$ cat src/rtl/vga_pkg.sv
// vga_pkg: shared VGA widths, colour and requester constants, arbiter state type
package vga_pkg;
   localparam int X_W = 8;
   localparam int Y_W = 7;
   localparam int C_W = 12;
   localparam logic [11:0] COL_BLACK = 12'h000;
   localparam logic [11:0] COL_RED = 12'hF00;
   localparam int REQ_GREETING = 0;
   localparam int REQ_RENDER = 1;
   localparam int REQ_GAME_OVER = 2;
   localparam int REQ_SCORE = 3;
   typedef enum logic {ARB_IDLE, ARB_GRANTED} arb_state_t;
endpackage

$ cat src/rtl/rr_picker.sv
// rr_picker: picks the next requester; round-robin from start, or lowest index when ARB_FIXED_PRIORITY_EN is defined
module rr_picker #(
   parameter int N = 4
) (
   input  logic [N-1:0]         req,
`ifndef ARB_FIXED_PRIORITY_EN
   input  logic [$clog2(N)-1:0] start,
`endif
   output logic [$clog2(N)-1:0] winner,
   output logic                 any_req
);
   localparam int IW = $clog2(N);
   logic [IW-1:0] idx;
   // scan candidates from lowest to highest priority so the best hit is written last
   always_comb begin
      winner = '0;
      idx = '0;
      for (int i = N - 1; i >= 0; i--) begin
`ifdef ARB_FIXED_PRIORITY_EN
         idx = IW'(i);
`else
         idx = IW'((int'(start) + i) % N);
`endif
         if (req[idx]) winner = idx;
      end
   end
   assign any_req = |req;
endmodule

$ cat src/rtl/vga_write_arbiter.sv
// vga_write_arbiter: burst-locked arbiter sharing the VGA write port; ARB_FIXED_PRIORITY_EN selects fixed priority
module vga_write_arbiter #(
   parameter int N_REQ = 4,
   parameter int X_W = vga_pkg::X_W,
   parameter int Y_W = vga_pkg::Y_W,
   parameter int C_W = vga_pkg::C_W,
   parameter int BURST_LIMIT = 256
) (
   input  logic                     clock,
   input  logic                     resetn,
   input  logic [N_REQ-1:0]         req_valid,
   input  logic [N_REQ-1:0]         req_last,
   input  logic [N_REQ*X_W-1:0]     req_x,
   input  logic [N_REQ*Y_W-1:0]     req_y,
   input  logic [N_REQ*C_W-1:0]     req_color,
   output logic [N_REQ-1:0]         req_ready,
   output logic [X_W-1:0]           vga_x,
   output logic [Y_W-1:0]           vga_y,
   output logic [C_W-1:0]           vga_color,
   output logic                     vga_plot,
   output logic [$clog2(N_REQ)-1:0] grant_id,
   output logic                     busy
);
   import vga_pkg::*;
   localparam int IW = $clog2(N_REQ);
   localparam int CW = $clog2(BURST_LIMIT + 1);
   arb_state_t state, state_n;
   logic [IW-1:0] grant_n, winner;
   logic [CW-1:0] burst_cnt, cnt_n;
   logic any_req, xfer, rel;
`ifndef ARB_FIXED_PRIORITY_EN
   logic [IW-1:0] rr_ptr, rr_n;
`endif
   rr_picker #(.N(N_REQ)) u_pick (
      .req     (req_valid),
`ifndef ARB_FIXED_PRIORITY_EN
      .start   (rr_ptr),
`endif
      .winner  (winner),
      .any_req (any_req)
   );
   assign busy = (state == ARB_GRANTED);
   assign req_ready = busy ? N_REQ'(1) << grant_id : '0;
   assign xfer = busy & req_valid[grant_id];
   assign rel = xfer & (req_last[grant_id] | ((burst_cnt + CW'(1)) == CW'(BURST_LIMIT)));
   // next state: grant the picked source from idle, release on last pixel or burst limit
   always_comb begin
      state_n = state;
      grant_n = grant_id;
      cnt_n = burst_cnt;
`ifndef ARB_FIXED_PRIORITY_EN
      rr_n = rr_ptr;
`endif
      if (!busy) begin
         if (any_req) begin
            state_n = ARB_GRANTED;
            grant_n = winner;
            cnt_n = '0;
         end
      end else if (xfer) begin
         cnt_n = burst_cnt + CW'(1);
         if (rel) begin
            state_n = ARB_IDLE;
`ifndef ARB_FIXED_PRIORITY_EN
            rr_n = (grant_id == IW'(N_REQ - 1)) ? '0 : grant_id + IW'(1);
`endif
         end
      end
   end
   // arbitration state registers
   always_ff @(posedge clock or negedge resetn) begin
      if (!resetn) begin
         state <= ARB_IDLE;
         grant_id <= '0;
         burst_cnt <= '0;
`ifndef ARB_FIXED_PRIORITY_EN
         rr_ptr <= '0;
`endif
      end else begin
         state <= state_n;
         grant_id <= grant_n;
         burst_cnt <= cnt_n;
`ifndef ARB_FIXED_PRIORITY_EN
         rr_ptr <= rr_n;
`endif
      end
   end
   // output stage: register each accepted pixel and strobe plot for exactly one cycle
   always_ff @(posedge clock or negedge resetn) begin
      if (!resetn) begin
         vga_x <= '0;
         vga_y <= '0;
         vga_color <= '0;
         vga_plot <= 1'b0;
      end else begin
         vga_plot <= xfer;
         if (xfer) begin
            vga_x <= req_x[int'(grant_id)*X_W +: X_W];
            vga_y <= req_y[int'(grant_id)*Y_W +: Y_W];
            vga_color <= req_color[int'(grant_id)*C_W +: C_W];
         end
      end
   end
endmodule

$ cat config.mk
export PLATFORM = sky130hd
export DESIGN_NAME = vga_write_arbiter
export DESIGN_NICKNAME = d
export VERILOG_FILES = /design/src/rtl/vga_pkg.sv /design/src/rtl/rr_picker.sv /design/src/rtl/vga_write_arbiter.sv
export SDC_FILE = /design/constraint.sdc
export NUM_CORES = 1
export LEC_CHECK = 0
export BUFFER_PORTS_ARGS = -buffer_cell sky130_fd_sc_hd__buf_2
export CAP_MARGIN = 10
export CORE_MARGIN = 2
export CORE_UTILIZATION = 44
export CTS_CLUSTER_SIZE = 14
export DETAILED_ROUTE_END_ITERATION = 7
export PLACE_DENSITY = 0.85
export SLEW_MARGIN = 20
export SYNTH_ARGS = -nofsm -noshare
export SYNTH_HDL_FRONTEND = slang
export SYNTH_HIERARCHICAL = 1
export SYNTH_SLANG_ARGS = --single-unit
$ cat constraint.sdc
create_clock -name clock -period 3.1 [get_ports clock]
set_clock_uncertainty 0.15 [all_clocks]
set_input_delay 0.31 -clock clock [delete_from_list [all_inputs] [get_ports clock]]
set_output_delay 0.31 -clock clock [all_outputs]
set_load 0.05 [all_outputs]
* After elaboration in Yosys (flattened, before gate mapping)
Cells that the tools add are included.
** Word-level totals
- Word-level logic and storage cells :: 61
- Bits of input ports :: 118
- Flip-flop bits (word level) :: 42
- Output and inout port bits :: 35
** Cells by class
- Multiplexer cells :: 25
- Multipliers :: 2
- Shift-type cells :: 4
- $add $sub $neg :: 5
- Order comparisons :: 5
- Equality and inequality tests :: 3
- Bitwise gates (word level) :: 4
- Reductions and logical operators :: 5
** Operator list (count)
- $shiftx 48x7->12 :: 1
- $shiftx 32x6->8 :: 1
- $shiftx 28x6->7 :: 1
- $mux 9 :: 3
- $lt 2x3->1 const B :: 5
- $bmux 1 s2 :: 6
- $mux 1 :: 10
- $mux 2 :: 5
- $add 9x1->9 const B :: 1
- $eq 9x9->1 const B :: 1
- $mul 2x3->5 const B :: 1
- $add 2x1->2 const B :: 2
- $add 2x2->2 const B :: 2
- $mul 2x2->4 const B :: 1
- $mux 4 :: 1
- $reduce_and 2->1 :: 2
- $reduce_or 4->1 :: 1
- $shl 1x2->4 const A :: 1
- $reduce_and 3->1 :: 1
- $and 1x1->1 :: 2
- $eq 2x2->1 const B :: 1
- $ne 2x1->1 const B :: 1
- $reduce_bool 2->1 :: 1
- $not 1->1 :: 1
- $or 1x1->1 :: 1

* Longest topological paths before layout
Gate-level depths: netlist of run 1.
- Depth in word-level cells :: 7
- Depth in mapped cells :: 7
- Mapped depth without buffers :: 7

* Cells and area by module
The synthesis of run 1 kept the hierarchy.
** By module, submodules not included
- vga_write_arbiter :: seq. area each 1051.0 µm², area an instance 2563.7 µm², times used 1, cells each 243
- rr_picker :: seq. area each 0.0 µm², area an instance 77.6 µm², times used 1, cells each 13

* Worst setup path after synthesis of run 1
OpenSTA, ideal clock, no wires.
- Path kind :: register to output
- Start point :: register grant_id[1]
- End point :: output req_ready[1]
- Path buffers :: 2
- Setup slack :: 0.630 ns
- Cell stages (with the launch flop) :: 6
- Required time :: 2.640 ns
- Arrival :: 2.010 ns
- Cells stage by stage :: dfrtp_1 > buf_1 > clkbuf_1 > inv_1 > ha_1 > and2_1
** On the way
- Word-level cells in the longest chain between the ends :: 2
** RTL lines
- from (decl) :: RTL line vga_write_arbiter.sv:21 : output logic [$clog2(N_REQ)-1:0] grant_id,
- from (signal assigned) :: RTL line vga_write_arbiter.sv:81 : grant_id <= grant_n;
- $shl 1x2->4 :: RTL line vga_write_arbiter.sv:43 : assign req_ready = busy ? N_REQ'(1) << grant_id : '0;
- $mux 4 :: RTL line vga_write_arbiter.sv:43
- to (decl) :: RTL line vga_write_arbiter.sv:16 : output logic [N_REQ-1:0] req_ready,
Every way passes these cells.

* Final worst setup path of run 1
- Start point :: register grant_id[0]
- End point :: output req_ready[0]
Same word-level chain as after synthesis.

==> results of run 1 <==
## cell usage after synthesis, drive strengths merged, types with 3 or more instances
cell type,n,area share (%)
nand2,90,13
mux2,4,1.7
buf,8,1.3
nor2,9,1.3
o21ai,16,3.0
clkbuf,8,1.2
and2,5,1.2
xor2,3,0.99
mux4,29,25
nand2b,3,0.71
or3,5,1.2
a211oi,3,1.2
nand3,6,1.5
a21oi,3,0.57
inv,4,0.57
dfrtp,42,40
ha,6,2.8
## cell type report
cell class / count / share of cell area [%]
inverter: 5 / 0.528
timing repair buffer: 156 / 22.3
tap: 75 / 2.64
sequential: 42 / 29.6
clock buffer: 7 / 2.43
multi-input combinational: 193 / 42.4
clock inverter: 1 / 0.141
## critical path: stages (launching register included)
cell and delay (ns):
dfrtp_2 0.47, buf_4 0.49, inv_1 0.16, ha_1 0.23, and2_1 0.16, buf_2 0.20
## stage by stage
step	setup WS (ns)	instances	hold WS, ns	instance area (um2)
6_report	0.622	479	0.00863	3550
5_1_grt	0.479	479	0.0755	3550
4_1_cts	0.564	479	0.0339	3550
3_5_place_dp	0.635	471	0.308	3460
3_3_place_gp	0.724	471	0.303	3460
2_1_floorplan	0.630	256	-0.136	2640
## path summary, 6_finish.rpt
path                               from            to  slack, ns  depth (start not counted)
min reg2reg                vga_color[3]  vga_color[3]       0.32                          2
max in group asynchronous        resetn   grant_id[0]       2.16                          1
max                         grant_id[0]  req_ready[0]       0.62                          5
max reg2reg                burst_cnt[0]     rr_ptr[1]       0.62                          7
min                              resetn  burst_cnt[7]      0.009                          1
min in group clock            req_x[16]      vga_x[0]       0.28                          4
## cells by family after synthesis
| family | after synthesis | synth area share [%] |
|---|---|---|
| and+or+nand+nor | 122 | 19.6 |
| DFF | 42 | 39.8 |
| muxes | 34 | 26.8 |
| AOI/OAI and AO/OA | 28 | 6.73 |
| buffers and inverters | 21 | 3.22 |
| adders and majority gates | 6 | 2.84 |
| xor gates and xnor gates | 3 | 0.995 |
## metal layers
| layer | up-vias | wire length [um] |
|---|---|---|
| met3 | 12 | 435 |
| met5 | - | 0 |
| li1 | 1194 | - |
| met4 | 0 | 110 |
| met1 | 1199 | 2530 |
| met2 | 103 | 3840 |
## registers in the layout, summed over array words and instances, names as in the netlist
signal and flops:
busy 1, burst_cnt 9, vga_plot 1, vga_y 7, vga_x 8, grant_id 2
rr_ptr 2, vga_color 12
## power by group through the flow
stage / logic, mW / registers, mW / clock network (mW)
final: 2.40 / 0.953 / 0.356
after global routing: 2.61 / 0.990 / 0.392
after CTS: 2.43 / 0.956 / 0.371
after detailed placement: 2.42 / 0.967 / 0
after global placement: 2.35 / 0.953 / 0
after floorplan: 1.19 / 1.62 / 0
==> out/metrics.yaml, run 1 <==
crit_path_end_kind: "output port"
cts_tree: "built"
grt_antenna_before_repair: 0
rsz0062_at_grt: "no"
p_leak_nw: 1.82
max-slew-margin-rel_pct: 38.2
maxCapViolCount: 0
clock_path_buffers: 2
tightestPinTransition_ns: 0.927
drt_first_pass_iters: 4
synth_seq_area_share_pct: 39.8
fin_util_pct: 60.7
total_power_mw: 3.71
power.internal_mw: 1.78
avgSynthCellArea_um2: 10.3
ys_warn_count: 6
io_buffers: 152
core-area_um2: 5850
synth_cell_type_count: 35
filler_cell_count: 520
grt_pass1_wl_um: 10800
synthArstFlopShare_pct: 100
worstPathRequired_ns: 2.64
drt_iter0_drc: 105
finalHoldViolCount: 0
grt_pass1_vias: 2508
grt_max_degree: 43
die-area_um2: 6640
peakVddDrop_mv: 0.497
die_h_um: 81.5
final_common_cell: "buf_2"
top_usage_layer: "met2"
seqPwrFrac_pct: 25.7
clkSinkCount: 42
ant_nets: 0
track_usage_pct: 21.3
grt_remaining_overflow: 0
die_x_um: 81.5
routed_wl_um: 6920
grtUsageMet3_pct: 4.84
p_clk_share_pct: 9.6
clockRootBuffer: "clkbuf_8"
cts-hold-fix-buffers: 0
htree_levels: 2
routed_via_density: 5.24
period_needed_ns: 2.48
antennaDiodeCount: 0
cp.arrival_ns: 2.02
netlist_area_um2: 2640
multiInputGateArea_um2: 1510
use_met2_pct: 38.9
regArea_um2: 1050
area_delta_synth_final_pct: 34.5
numCtsBuffers: 5
rows: 28
fmax_ghz: 0.404
critical_path.max_fanout: 31
power_switching_mw: 1.93
ys_ff_latch: 42
startpoint_type: "register"
fin_nets: 527
power_density_nw_per_um2: 1040
setup-violations-final: 0
status: "finished clean"
synth-edff-count: 0
hpwl_um: 5330
initial_core_util_pct: 45.1
io_pins: 153
fin_setup_tns_ns: 0
post_cts_buffers: 0
drcViolationCount: 0
final_cell_mix: "buf_2, nand2_1, dfrtp_1, mux4_2, o21ai_0"
switching_share_pct: 52.1
grtUsageMet1_pct: 24.3
num_vias: 2508
critPathKind: "register to output port"
hp-class: "primary input to async pin"
synth_nets: 380
path_clk_slew_ns: 0.08
finalMaxSlewViolations: 0
postSynthCellCount: 256
period_share_pct: 79.9
p_comb_share_pct: 64.7
place.gp.congestion: 0.812
ys.flop_type: "dfrtp_1"
wl_per_cell_um: 14.4
cts_resized: 0
drive_above_1_share_pct: 49.8
clk_latency_ns: 0.28
(Power assumes the default switching activity.)
==> run 2: changes to the inputs <==
--- a/config.mk
+++ b/config.mk
@@ -8,10 +8,10 @@
 export BUFFER_PORTS_ARGS = -buffer_cell sky130_fd_sc_hd__buf_2
 export CAP_MARGIN = 10
 export CORE_MARGIN = 2
-export CORE_UTILIZATION = 44
+export CORE_UTILIZATION = 40
 export CTS_CLUSTER_SIZE = 14
 export DETAILED_ROUTE_END_ITERATION = 7
-export PLACE_DENSITY = 0.85
+export PLACE_DENSITY = 0.82
 export SLEW_MARGIN = 20
 export SYNTH_ARGS = -nofsm -noshare
 export SYNTH_HDL_FRONTEND = slang
==> constraint.sdc (replaced) <==
create_clock -name clock -period 2.25 [get_ports clock]
set_clock_uncertainty 0.15 [all_clocks]
set_input_delay 0.225 -clock clock [delete_from_list [all_inputs] [get_ports clock]]
set_output_delay 0.225 -clock clock [all_outputs]
set_load 0.05 [all_outputs]
==> out/metrics.yaml, run 2 (synthesized netlist as in run 1, its figures left out) <==
status: "finished clean"
r2r-end: "rr_ptr[1]"
htree_levels: 2
antennaDiodeCount: 0
power_density_nw_per_um2: 1420
critical_path.max_fanout: 3
clk_latency_ns: 0.30
drcViolationCount: 0
period_needed_ns: 2.23
post-place-ws_ns: 0.0296
regToRegStartpoint: "burst_cnt[0]"
regMostFlops: "vga_color"
critPathSlowestCell: "or3_4"
routed_wl_um: 7320
placed_area_um2: 3550
worst_slack_ns: 0.0208
num_vias: 2529
final_cell_mix: "buf_2, nand2_1, dfrtp_1, mux4_2"
cts_tree: "built"
die_h_um: 85.3
grt_pass1_wl_um: 11800
slowest_delay_ns: 0.40
r2r_setup_slack_ns: 0.02
fmax_ghz: 0.449
area_delta_synth_final_pct: 39.8
finalHoldViolCount: 0
fin_nets: 541
period_share_pct: 99.1
io_buffers: 152
peakVddDrop_mv: 0.888
crit_path_cell_trace: "buf_4 > nand3_2 > or3_4 > a211o_1 > a211oi_2 > o21ai_2 > mux2_1"
wl_per_cell_um: 14.8
routed_via_density: 5.11
numCtsBuffers: 5
hp-start: "req_color[34]"
cp.arrival_ns: 2.25
rsz0062_at_grt: "yes"
max-slew-margin-rel_pct: 58.3
rows: 29
clockRootBuffer: "clkbuf_8"
finalMaxSlewViolations: 0
io_pins: 153
whs_endpoint: "vga_color[10]"
clkSinkCount: 42
fin_setup_tns_ns: 0
fin_util_pct: 57.8
final_common_cell: "buf_2"
worstPathRequired_ns: 2.27
grt_antenna_before_repair: 0
place.gp.congestion: 0.835
crit_path_end_kind: "register"
die_x_um: 85.3
drt_iter0_drc: 79
holdPathStages: 4
filler_cell_count: 591
worstSetupStartpoint: "burst_cnt[0]"
final_area_um2: 3690
ant_nets: 0
die-area_um2: 7270
clock_path_buffers: 2
grt_pass1_vias: 2645
track_usage_pct: 20.3
hpwl_um: 5690
top_regs: "vga_color: 12 flops, burst_cnt: 9 flops, vga_x: 8 flops"
critPathKind: "register to register"
grt_max_degree: 31
drt_first_pass_iters: 4
core-area_um2: 6390
startpoint_type: "register"
setup-violations-final: 0
largest_reg_flops: 12
reg2reg_depth: 7
initial_core_util_pct: 41.4
p_leak_nw: 1.90
path_clk_slew_ns: 0.09
drive_above_1_share_pct: 53.1
maxCapViolCount: 0
hp-class: "primary input to register"
grt_remaining_overflow: 0
tightestPinTransition_ns: 0.626
run 2: layout make-up:
class / count / area [um2] / area share [%]
Inverter: 5 / 18.8 / 0.508
Clock inverter: 2 / 13.8 / 0.373
Tap cell: 77 / 96.3 / 2.61
Sequential cell: 42 / 1050 / 28.5
Clock buffer: 6 / 72.6 / 1.96
Multi-Input combinational cell: 193 / 1530 / 41.4
Timing Repair Buffer: 170 / 908 / 24.6
run 2: worst max-delay path by stage:
stage / endpoint / slack, ns
2_1_floorplan: rr_ptr[0] / 0.008
6_report: rr_ptr[1] / 0.02
3_5_place_dp: rr_ptr[1] / 0.03
5_1_grt: rr_ptr[1] / -0.05
4_1_cts: rr_ptr[1] / 0.02
3_3_place_gp: rr_ptr[1] / 0.09
run 2: metal layers:
metal  part of all wire, %  global-route usage [%]  wire, um
met1                    39                    23.2      2840
met2                    54                    37.4      3920
met3                   5.5                    3.60       405
met4                   2.1                    8.08       152
met5                     0                       0         0
run 2: timing repair:
action / in CTS / in global routing
hold buffers: 1 / 0
buffers inserted: 0 / 2
endpoints found under the hold margin: 26 / 0
endpoints found under the setup margin: 5 / 6
gates resized for setup: 1 / 7
pin swaps: 1 / 6
run 2: stage by stage:
| stage | cells | total power [mW] | hold slack (ns) |
|---|---|---|---|
| after floorplan | 256 | 3.90 | -0.221 |
| after global placement | 484 | 4.67 | 0.114 |
| after detailed placement | 484 | 4.77 | 0.133 |
| after CTS | 493 | 5.27 | 0.172 |
| after global routing | 495 | 5.61 | 0.185 |
| final | 495 | 5.26 | 0.185 |
run 2: critical path, delay by kind of cell, from the launching register on:
kind,cells,cell delay [ns]
AO/OA/AOI/OAI,3,0.63
AND/OR/NAND/NOR,2,0.49
multiplexers,1,0.32
buffers and inverters,1,0.13
flip-flops,1,0.38
run 2: report_power, final:
group          internal, mW  switching (mW)
registers              1.08           0.226
clock network         0.219           0.272
logic                  1.22            2.23
total                  2.52            2.73
==> run 3: changes to the inputs <==
--- a/config.mk
+++ b/config.mk
@@ -15,5 +15,4 @@
 export SLEW_MARGIN = 20
 export SYNTH_ARGS = -nofsm -noshare
 export SYNTH_HDL_FRONTEND = slang
-export SYNTH_HIERARCHICAL = 1
 export SYNTH_SLANG_ARGS = --single-unit
==> out/metrics.yaml, run 3 <==
status: "finished clean"
clockRootBuffer: "clkbuf_8"
crit_path_cell_trace: "ha_2 > nand2_1 > o2111ai_1 > o211ai_1 > or4_1 > nand3_1"
final_common_cell: "buf_2"
track_usage_pct: 19.9
grt_pass1_vias: 2772
ant_nets: 0
finalHoldViolCount: 0
place.gp.congestion: 0.857
largest_reg_flops: 12
synth_cell_type_count: 37
critical_path.max_fanout: 6
antennaDiodeCount: 0
numCtsBuffers: 5
routed_wl_um: 7130
peakVddDrop_mv: 0.693
worst_slack_ns: 0.152
synth_top_area_share_pct: 38.8
rsz0062_at_grt: "no"
drcViolationCount: 0
die_h_um: 86.3
fin_util_pct: 56.6
rows: 29
clkSinkCount: 42
post-place-ws_ns: 0.154
power_density_nw_per_um2: 1420
crit_family: "simple AND/OR/NAND/NOR gates"
total_power_mw: 5.19
postSynthCellCount: 270
startpoint_type: "register"
critPathKind: "register to register"
grt_remaining_overflow: 0
synth_nets: 394
p_leak_nw: 1.88
area_delta_synth_final_pct: 35.2
cts_tree: "built"
core-area_um2: 6460
holdWs_ns: 0.157
synth_area_leader_cell: "dfrtp_1"
ys.flop_type: "dfrtp_1"
synth-edff-count: 0
max-slew-margin-rel_pct: 62.3
avgSynthCellArea_um2: 10.0
grt_max_degree: 25
hpwl_um: 5790
netlist_area_um2: 2710
routed_via_density: 5.30
io_buffers: 152
placed_area_um2: 3570
crit_path_end_kind: "register"
die-area_um2: 7440
fmax_ghz: 0.477
finalMaxSlewViolations: 0
final_cell_mix: "buf_2, nand2_1, dfrtp_1, mux4_2, o21ai_0"
clk_latency_ns: 0.29
drt_iter0_drc: 152
htree_levels: 2
ys_ff_latch: 42
tightestPinTransition_ns: 0.560
num_vias: 2651
setup-violations-final: 0
fin_nets: 547
layoutNonFillerInstCount: 500
drive_above_1_share_pct: 48.5
io_pins: 153
yosys-top-cells-count: "nand2_1, dfrtp_1, mux4_2"
die_x_um: 86.3
fin_setup_tns_ns: 0
grt_antenna_before_repair: 0
slowest_delay_ns: 0.53
clock_path_buffers: 2
top_regs: "vga_color: 12 flops, burst_cnt: 9 flops, vga_x: 8 flops"
final_area_um2: 3660
synthArstFlopShare_pct: 100
initial_core_util_pct: 41.9
maxCapViolCount: 0
period_needed_ns: 2.10
drt_first_pass_iters: 4
synth_seq_area_share_pct: 38.8
ys_warn_count: 0
synth_area_leaders: "dfrtp_1, mux4_2, nand2_1, o21ai_0, ha_1"
wl_per_cell_um: 14.3
path_clk_slew_ns: 0.08
worstPathRequired_ns: 2.33
hp-class: "primary input to register"
grt_pass1_wl_um: 11800
dp_cells: 492
critPathSlowestCell: "or4_1"
cp.arrival_ns: 2.18
regMostFlops: "vga_color"
synth_most_common_cell: "nand2_1"
cp_num_buf_inv: 0
period_share_pct: 93.2
run 3: path summary, 6_finish.rpt:
kind | start | end | slack [ns] | depth (start not counted)
min reg2reg | vga_x[2] | vga_x[2] | 0.33 | 2
min | req_valid[1] | grant_id[0] | 0.16 | 3
max | burst_cnt[0] | rr_ptr[1] | 0.15 | 6
min in group asynchronous | resetn | vga_color[5] | 0.26 | 2
max reg2reg | burst_cnt[0] | rr_ptr[1] | 0.15 | 6
max in group asynchronous | resetn | vga_x[3] | 1.02 | 3
run 3: logic make-up after synthesis:
group	count (synthesis)	synth area share (%)
simple gates	129	20.4
flops	42	38.8
compound gates	37	8.78
mux	30	24.5
buf+inv	23	3.70
fa+ha+maj	6	2.77
xor+xnor	3	0.971
run 3: layout make-up:
class / instances / area [um2]
multi-input combinational: 205 / 1560
timing repair buffer: 163 / 846
clock inverter: 1 / 7.51
fill: 573 / 2800
sequential: 42 / 1050
inverter: 6 / 22.5
clock buffer: 6 / 72.6
tap: 77 / 96.3
run 3: what timing repair did:
action,4_1_cts,5_1_grt
setup buffers,0,0
hold endpoints to repair,20,0
hold buffers,1,0
resized for setup,0,1
setup endpoints to repair,0,2
run 3: per-layer routing:
layer | vias up | GRT usage [%] | part of all wire (%)
li1 | 1274 | - | -
met1 | 1258 | 23.0 | 38
met2 | 110 | 37.1 | 54
met3 | 9 | 3.90 | 7.4
met4 | 0 | 5.97 | 1.5
met5 | - | 0 | 0
run 3: power by group:
group / switching (mW) / total (mW) / internal [mW]
registers: 0.236 / 1.31 / 1.08
logic: 2.25 / 3.42 / 1.17
clock network: 0.251 / 0.464 / 0.213
total: 2.73 / 5.19 / 2.46
run 3: worst reg2reg max path, stage by stage (launching register included):
cell and delay [ns]:
dfrtp_1 0.45, ha_2 0.27, nand2_1 0.12, o2111ai_1 0.20
o211ai_1 0.21, or4_1 0.53, nand3_1 0.10
